--- src/rtl/pio_rmw_arbiter_if.sv ---
// Requester-side and PIO-side bus of the read-modify-write arbiter.
// The slave modport is the arbiter's view; master is the environment's view.
interface pio_rmw_arbiter_if #(
    parameter int NUM_REQ = 2,
    parameter int DATA_W  = 11,
    parameter int ID_W    = $clog2(NUM_REQ)
);
    logic [NUM_REQ-1:0]        req;
    logic [NUM_REQ*DATA_W-1:0] set_mask;
    logic [NUM_REQ*DATA_W-1:0] clr_mask;
    logic [NUM_REQ-1:0]        ack;
    logic                      busy;
    logic [ID_W-1:0]           grant_id;
    logic [1:0]                m_address;
    logic                      m_chipselect;
    logic                      m_write_n;
    logic [31:0]               m_writedata;
    logic [31:0]               m_readdata;

    // Requester handshake: req rises and stays high until its one-cycle ack
    // pulse; it must be low in the cycle after ack, otherwise it is a new
    // request. Masks are sampled only on the edge that grants the request.
    modport slave (
        input  req, set_mask, clr_mask, m_readdata,
        output ack, busy, grant_id, m_address, m_chipselect, m_write_n, m_writedata
    );

    modport master (
        output req, set_mask, clr_mask, m_readdata,
        input  ack, busy, grant_id, m_address, m_chipselect, m_write_n, m_writedata
    );
endinterface

--- src/rtl/pio_rmw_arbiter.sv ---
// Round-robin arbiter performing bit-level set/clear read-modify-write
// updates on a shared Avalon-MM output PIO data register.
module pio_rmw_arbiter #(
    parameter int         NUM_REQ  = 2,
    parameter int         DATA_W   = 11,
    parameter logic [1:0] PIO_ADDR = 2'd0
) (
    input  logic                clk,
    input  logic                reset,
    pio_rmw_arbiter_if.slave    bus,
    output logic [1:0]          o_dbg_state
);
    localparam int ID_W = $clog2(NUM_REQ);

    typedef enum logic [1:0] {
        IDLE = 2'd0,
        RD   = 2'd1,
        WR   = 2'd2,
        ACK  = 2'd3
    } state_t;

    state_t              r_state, w_state_nxt;
    logic [ID_W-1:0]     r_grant, w_grant_nxt;
    logic [ID_W-1:0]     r_ptr, w_ptr_nxt;
    logic [DATA_W-1:0]   r_set, w_set_nxt;
    logic [DATA_W-1:0]   r_clr, w_clr_nxt;
    logic [NUM_REQ-1:0]  r_ack, w_ack_nxt;
    logic                r_busy, w_busy_nxt;
    logic                r_cs, w_cs_nxt;
    logic                r_wr_n, w_wr_n_nxt;
    logic [31:0]         r_wdata, w_wdata_nxt;
    logic                w_found;
    logic [ID_W-1:0]     w_pick;
    logic [ID_W-1:0]     w_idx;
    logic [DATA_W-1:0]   w_rd;

    assign w_rd = bus.m_readdata[DATA_W-1:0];

    // First requester at or after the pointer, wrapping around.
    always_comb begin
        w_found = 1'b0;
        w_pick  = '0;
        w_idx   = '0;
        for (int k = 0; k < NUM_REQ; k++) begin
            w_idx = ID_W'((int'(r_ptr) + k) % NUM_REQ);
            if (!w_found && bus.req[w_idx]) begin
                w_found = 1'b1;
                w_pick  = w_idx;
            end
        end
    end

    always_comb begin
        w_state_nxt = r_state;
        w_grant_nxt = r_grant;
        w_ptr_nxt   = r_ptr;
        w_set_nxt   = r_set;
        w_clr_nxt   = r_clr;
        w_ack_nxt   = '0;
        w_cs_nxt    = 1'b0;
        w_wr_n_nxt  = 1'b1;
        w_wdata_nxt = r_wdata;
        case (r_state)
            IDLE: begin
                if (w_found) begin
                    w_state_nxt = RD;
                    w_grant_nxt = w_pick;
                    w_set_nxt   = bus.set_mask[int'(w_pick)*DATA_W +: DATA_W];
                    w_clr_nxt   = bus.clr_mask[int'(w_pick)*DATA_W +: DATA_W];
                    w_cs_nxt    = 1'b1;
                end
            end
            RD: begin
                // Readdata is combinational, so the merged word is formed
                // directly from it as the read cycle ends; set wins over clear.
                w_state_nxt = WR;
                w_cs_nxt    = 1'b1;
                w_wr_n_nxt  = 1'b0;
                w_wdata_nxt = 32'((w_rd & ~r_clr) | r_set);
            end
            WR: begin
                w_state_nxt        = ACK;
                w_ack_nxt[r_grant] = 1'b1;
            end
            ACK: begin
                w_state_nxt = IDLE;
                w_ptr_nxt   = (r_grant == ID_W'(NUM_REQ - 1)) ? '0 : r_grant + 1'b1;
            end
            default: w_state_nxt = IDLE;
        endcase
        w_busy_nxt = (w_state_nxt != IDLE);
    end

    always_ff @(posedge clk or posedge reset) begin
        if (reset) begin
            r_state <= IDLE;
            r_grant <= '0;
            r_ptr   <= '0;
            r_set   <= '0;
            r_clr   <= '0;
            r_ack   <= '0;
            r_busy  <= 1'b0;
            r_cs    <= 1'b0;
            r_wr_n  <= 1'b1;
            r_wdata <= '0;
        end else begin
            r_state <= w_state_nxt;
            r_grant <= w_grant_nxt;
            r_ptr   <= w_ptr_nxt;
            r_set   <= w_set_nxt;
            r_clr   <= w_clr_nxt;
            r_ack   <= w_ack_nxt;
            r_busy  <= w_busy_nxt;
            r_cs    <= w_cs_nxt;
            r_wr_n  <= w_wr_n_nxt;
            r_wdata <= w_wdata_nxt;
        end
    end

    assign bus.ack          = r_ack;
    assign bus.busy         = r_busy;
    assign bus.grant_id     = r_grant;
    assign bus.m_address    = PIO_ADDR;
    assign bus.m_chipselect = r_cs;
    assign bus.m_write_n    = r_wr_n;
    assign bus.m_writedata  = r_wdata;
    assign o_dbg_state      = r_state;
endmodule
--- src/flat_wrapper.sv ---
// flat-port wrapper written by rule: the top's interface ports become plain ports
module pio_rmw_arbiter_flat 
#(
    parameter int         NUM_REQ  = 2,
    parameter int         DATA_W   = 11,
    parameter logic [1:0] PIO_ADDR = 2'd0
)
  (clk, reset, o_dbg_state, bus_req, bus_set_mask, bus_clr_mask, bus_m_readdata, bus_ack, bus_busy, bus_grant_id, bus_m_address, bus_m_chipselect, bus_m_write_n, bus_m_writedata);
  pio_rmw_arbiter_if #(.NUM_REQ(NUM_REQ), .DATA_W(DATA_W)) bus_i ();
  input  logic clk;
  input  logic reset;
  output logic [1:0] o_dbg_state;
  input wire logic [$bits(bus_i.req)-1:0] bus_req;
  input wire logic [$bits(bus_i.set_mask)-1:0] bus_set_mask;
  input wire logic [$bits(bus_i.clr_mask)-1:0] bus_clr_mask;
  input wire logic [$bits(bus_i.m_readdata)-1:0] bus_m_readdata;
  output wire logic [$bits(bus_i.ack)-1:0] bus_ack;
  output wire logic [$bits(bus_i.busy)-1:0] bus_busy;
  output wire logic [$bits(bus_i.grant_id)-1:0] bus_grant_id;
  output wire logic [$bits(bus_i.m_address)-1:0] bus_m_address;
  output wire logic [$bits(bus_i.m_chipselect)-1:0] bus_m_chipselect;
  output wire logic [$bits(bus_i.m_write_n)-1:0] bus_m_write_n;
  output wire logic [$bits(bus_i.m_writedata)-1:0] bus_m_writedata;
  assign bus_i.req = bus_req;
  assign bus_i.set_mask = bus_set_mask;
  assign bus_i.clr_mask = bus_clr_mask;
  assign bus_i.m_readdata = bus_m_readdata;
  assign bus_ack = bus_i.ack;
  assign bus_busy = bus_i.busy;
  assign bus_grant_id = bus_i.grant_id;
  assign bus_m_address = bus_i.m_address;
  assign bus_m_chipselect = bus_i.m_chipselect;
  assign bus_m_write_n = bus_i.m_write_n;
  assign bus_m_writedata = bus_i.m_writedata;
  pio_rmw_arbiter #(.NUM_REQ(NUM_REQ), .DATA_W(DATA_W), .PIO_ADDR(PIO_ADDR)) u_core (.clk(clk), .reset(reset), .bus(bus_i), .o_dbg_state(o_dbg_state));
endmodule
--- config.mk ---
export PLATFORM = sky130hd
export DESIGN_NAME = pio_rmw_arbiter_flat
export DESIGN_NICKNAME = d
export VERILOG_FILES = /design/src/rtl/pio_rmw_arbiter_if.sv /design/src/rtl/pio_rmw_arbiter.sv /design/src/flat_wrapper.sv
export SDC_FILE = /design/constraint.sdc
export NUM_CORES = 1
export LEC_CHECK = 0
export ABC_AREA = 1
export CAP_MARGIN = 10
export CORE_ASPECT_RATIO = 0.5
export CORE_MARGIN = 8
export CORE_UTILIZATION = 39
export DETAILED_ROUTE_END_ITERATION = 7
export PLACE_DENSITY = 0.8
export SKIP_CTS_REPAIR_TIMING = 1
export SYNTH_ARGS = -nofsm -noshare
export SYNTH_HDL_FRONTEND = slang
export SYNTH_SLANG_ARGS = --single-unit
--- constraint.sdc ---
create_clock -name clk -period 1.41 [get_ports clk]
set_input_delay 0.2115 -clock clk [delete_from_list [all_inputs] [get_ports clk]]
set_output_delay 0.2115 -clock clk [all_outputs]
set_load 0.02 [all_outputs]
# Yosys cells after proc, flatten, opt, wreduce, memory -nomap -nowiden
# Index checks and enable logic that the tools add are counted.
dict set report word_totals {
  register_bits 63
  wordCells 48
  in_bits 80
  output_inout_bits 42
}
dict set report classes {
  magnitude_cmp 4
  reduce_logical 6
  n_mux 17
  shifts 2
  bitwise 3
  addsub 2
  n_eq_ne 3
  n_mul 1
}
# op count
set ops {}
lappend ops {{indexed part select 22 x 32 -> 11 bit} 2}
lappend ops {{bitwise AND 11 x 32 -> 32 bit} 1}
lappend ops {{NOT 11 -> 32 bit} 1}
lappend ops {{bitwise OR 32 x 11 -> 32 bit} 1}
lappend ops {{2-to-1 mux 1 bit} 12}
lappend ops {{one-hot mux 2 bit (4 select lines)} 1}
lappend ops {{less-than comparator 1 x 2 -> 1 bit (second input constant)} 3}
lappend ops {{multiplier 1 x 4 -> 5 bit (second input constant)} 1}
lappend ops {{== test 2 bit (second input constant)} 2}
lappend ops {{2-to-1 mux 2 bit} 2}
lappend ops {{adder 1 bit (second input constant)} 2}
lappend ops {{== test 2 x 1 -> 1 bit (second input constant)} 1}
lappend ops {{logical AND 1 bit} 2}
lappend ops {{zero test 2 bit} 1}
lappend ops {{one-hot mux 1 bit (2 select lines)} 1}
lappend ops {{AND reduction 2 bit} 1}
lappend ops {{nonzero test 2 bit} 1}
lappend ops {{demux 1 bit (select 1 bit)} 1}
lappend ops {{>= comparator 1 bit (second input constant)} 1}
lappend ops {{zero test 1 bit} 1}

# Logic depth before layout (Yosys ltp)
# Gate-level depths: netlist of the first run.
dict set report logic_depth {
  word_depth 9
  ltp_mapped 8
  mapped_depth_nobuf 7
}

# Least setup slack after synthesis of the first run
# No wires, ideal clock.
dict set report synth_path {
  path_type {register to register}
  start {register u_core.r_state[0] (netlist: u_core.o_dbg_state[0])}
  end {register u_core.r_busy (netlist: u_core.bus.busy)}
  path_buffers 0
  path_slack_ps 31
  t_arrival_ps 1252
  required_ps 1282
  synth_period_minus_slack_ps 1379
  setup_ps 128
  stages_incl_launch_ff 6
  cell_sequence {dfrtp_1 inv_1 ha_1 or2_2 o21ai_0 nand2_1}
}
dict set report synth_between {
  elab_chain_len 3
  word_cells_on_any_way 7
  cone_classes {eq/ne: 3; mux: 2; reduce/logical: 2}
}
# item line
set synth_lines {}
lappend synth_lines {{start, declared} pio_rmw_arbiter.sv:22} ;# state_t r_state, w_state_nxt;
lappend synth_lines {{start signal, assigned} pio_rmw_arbiter.sv:107} ;# r_state <= w_state_nxt;
lappend synth_lines {{== test 2 bit, or another cell as far along} pio_rmw_arbiter.sv:63} ;# case (r_state)
lappend synth_lines {{one-hot mux 2 bit (4 select lines) (*)} pio_rmw_arbiter.sv:63}
lappend synth_lines {{nonzero test 2 bit (*)} pio_rmw_arbiter.sv:91} ;# w_busy_nxt = (w_state_nxt != IDLE);
lappend synth_lines {{named net u_core.w_busy_nxt} pio_rmw_arbiter.sv:28} ;# logic r_busy, w_busy_nxt;
lappend synth_lines {{end signal, assigned} pio_rmw_arbiter.sv:113} ;# r_busy <= w_busy_nxt;
lappend synth_lines {{end, declared} pio_rmw_arbiter.sv:28}
# Mark *: on every way through the listed nets, which the timed path passes. The rest lies on a longest branch.
# A chain may end at the register's enable or synchronous reset.

# Worst setup path in the final report of the first run
dict set report layout_path {
  start {register u_core.r_state[1] (netlist: u_core.o_dbg_state[1])}
  end {register u_core.r_busy (netlist: u_core.bus.busy)}
}
# The elaborated chain is that of the path after synthesis.

==> impl_metrics.ini, run 1 <==
[status]
status = finished clean

[floorplanning]
die_w_um = 122
io-pin-count = 122
die_area_mm2 = 0.00845
coreArea_mm2 = 0.00547
die_y_um = 69.1
initial_core_util_pct = 40.3
rows = 19

[critical_path]
crit_path_max_incr_delay_ps = 400
crit_type = reg2reg
start_kind = flop
cp-end-kind = flop
cp.required_ps = 1570
cp_max_fo = 4
critical_path.cell_chain = inv_1 > ha_1 > or2_2 > o21ai_0 > nand2_1
worstPathArrival_ps = 1410
cpMaxStageDelayCell = dfrtp_1
crit_family = flip-flops
timing.critical_path.buf_inv = 1

[global_routing]
grt_max_degree = 43
grt_usage_pct = 13.9
grt_pass1_vias = 2036
antenna_found_initial = 0
grt_pass1_wl_um = 9600
gr-total-overflow = 0

[place]
postPlaceCellArea_mm2 = 0.00303
place_ws_ps = -112
gp_congestion = 0.813
portBuffers = 77
dp_hpwl_um = 4500

[timing]
fin_skew_ps = 6.13
slew_viol_final = 0
tns_ps = 0
finalHoldViolCount = 0
min_period_ps = 1250
layout_setup_ws_ps = 159
rsz0062_at_grt = false
max_freq_mhz = 800
finalSetupViolations = 0
fin_crit_sh_pct = 88.7

[routing]
route.detailed.drc = 0
ant_nets = 0
first_iter_violations = 118
routedWlPerCell_um = 13.5
vias = 2005
wl_um = 5960
firstDrtPassIters = 4
avgViaCountPerCell = 4.55

[clocking]
clockBufferDepth = 2
numCtsBuffers = 5
htreeDepth = 2
path_clk_slew_ps = 60
clock-sinks = 42
cts_tree = built
clock_latency_ps = 290
cts-root-buf = clkbuf_16

[finish]
seq_area_mm2 = 0.00105
antenna_cells = 0
final_area_mm2 = 0.00323
area_growth_pct = 46.9
fin_nets = 452
fillers = 433
drive_above_1_share_pct = 7.07
multi_input_area_um2 = 911

[logic_synthesis]
netlist_top_cells_area = dfrtp_1 47%, nand2_1 22%, buf_4 8.9%
synth.avg_cell_area_um2 = 7.70
synth_flop_cell = dfrtp_1
synth_largest_area_cell = dfrtp_1
synth_area_mm2 = 0.00220
synthTopCellsByCount = 128 x nand2_1, 41 x dfrtp_1, 26 x buf_4
async_reset_ff_share_pct = 100
synthCells = 286
netlist-cell-type-count = 17
yosysTopAreaCellShare_pct = 46.6
synth_edf_count = 0
synth_most_common_cell = nand2_1
synth.ff_latch_count = 42
synth_warnings = 0
yosysSeqAreaShare_pct = 47.8

[hold_path]
hp-class = in2async

[power]
power.total_uw = 6000
ir_drop_uv = 733
p_leak_uw = 0.00186
p_per_area_mw_per_mm2 = 1850

[run]
maxCapViolCount = 0
## routing by layer
metal	GRT usage [%]	wire length, um	part of all wire (%)
met1	15.2	2350	39
met2	24.5	3030	51
met3	4.22	482	8.1
met4	5.76	99	1.7
met5	0	0	0
## stage by stage
step                      std cells  utilization, %  hold WS [ps]
after floorplan                 308               -           407
after global placement          432            55.3           463
after detailed placement        432            55.3           466
after CTS                       440            58.1           299
after global routing            441            59.1           327
final                           441            59.1           292
## worst min-delay path, delay by kind of cell
family	cells	cell delay, ps
buffers and inverters	3	730
## cells in the final DEF (no fill, tap or decap)
| cell type | synthesis | routed |
|---|---|---|
| nand2_1 | 128 | 128 |
| inv_1 | 19 | 19 |
| nand3_2 | 1 | 1 |
| nor2_1 | 2 | 2 |
| nand3_1 | 22 | 22 |
| ha_1 | 5 | 5 |
| clkinvlp_4 | 0 | 1 |
| conb_1 | 1 | 23 |
| clkdlybuf4s50_1 | 0 | 58 |
| inv_4 | 0 | 1 |
| o21ai_0 | 13 | 13 |
| clkinv_4 | 0 | 1 |
| dlymetal6s2s_1 | 0 | 19 |
| clkbuf_16 | 0 | 5 |
| buf_12 | 0 | 4 |
| a21oi_1 | 12 | 12 |
| dfrtp_1 | 41 | 41 |
| inv_2 | 3 | 2 |
| dfstp_2 | 1 | 1 |
| or2_2 | 1 | 1 |
| buf_4 | 26 | 6 |
| nand2_4 | 2 | 2 |
| inv_6 | 0 | 1 |
## final cells by class
type / instances / area share [%]
clock buffers: 5 / 3.87
well taps: 73 / 2.83
flip-flops and latches: 42 / 32.5
inverters: 22 / 2.63
multi-input cells: 209 / 28.2
clock inverters: 3 / 0.774
repair buffers: 87 / 29.2
## power breakdown
group          switching [uW]  internal (uW)
logic                    1550           1180
registers                 308           1800
clock network             485            664
## state kept, by name, summed over array words and instances (netlist names)
register,flops
u_core.r_set,11
u_core.bus.m_writedata,11
u_core.bus.busy,1
u_core.o_dbg_state,2
u_core.bus.m_chipselect,1
u_core.r_clr,11
u_core.bus.ack,2
u_core.bus.grant_id,1
u_core.bus.m_write_n,1
u_core.r_ptr,1
## cells by family (layout without fill, tap and decap cells)
family,count (synthesis),in the layout,share of synthesized area (%)
fa+ha+maj,5,5,2.84
other cells,1,23,0.170
flops,42,42,47.8
simple gates,156,156,28.9
buf+inv,57,117,14.6
compound gates,25,25,5.69
## path summary, 6_finish.rpt
path,start,endpoint,slack (ps),depth (start not counted)
setup / recovery,u_core.o_dbg_state[1]$_DFF_PP0_,u_core.bus.busy$_DFF_PP0_,160,5
hold / removal,reset,u_core.bus.m_writedata[3]$_DFFE_PP0N_,290,3
setup reg to reg,u_core.o_dbg_state[1]$_DFF_PP0_,u_core.bus.busy$_DFF_PP0_,160,5
hold reg to reg,u_core.bus.m_writedata[6]$_DFFE_PP0N_,u_core.bus.m_writedata[6]$_DFFE_PP0N_,480,2
max in group asynchronous,reset,u_core.bus.m_write_n$_DFF_PP1_,860,3
min in group clk,u_core.bus.m_writedata[6]$_DFFE_PP0N_,u_core.bus.m_writedata[6]$_DFFE_PP0N_,480,2
Note: power is estimated with default switching activity, not from simulation.
==> run 2: changes to the inputs <==
SLEW_MARGIN = 20   (was unset)
==> results of run 2 <==
No change in the layout: final DEF, timing and power equal those of run 1.
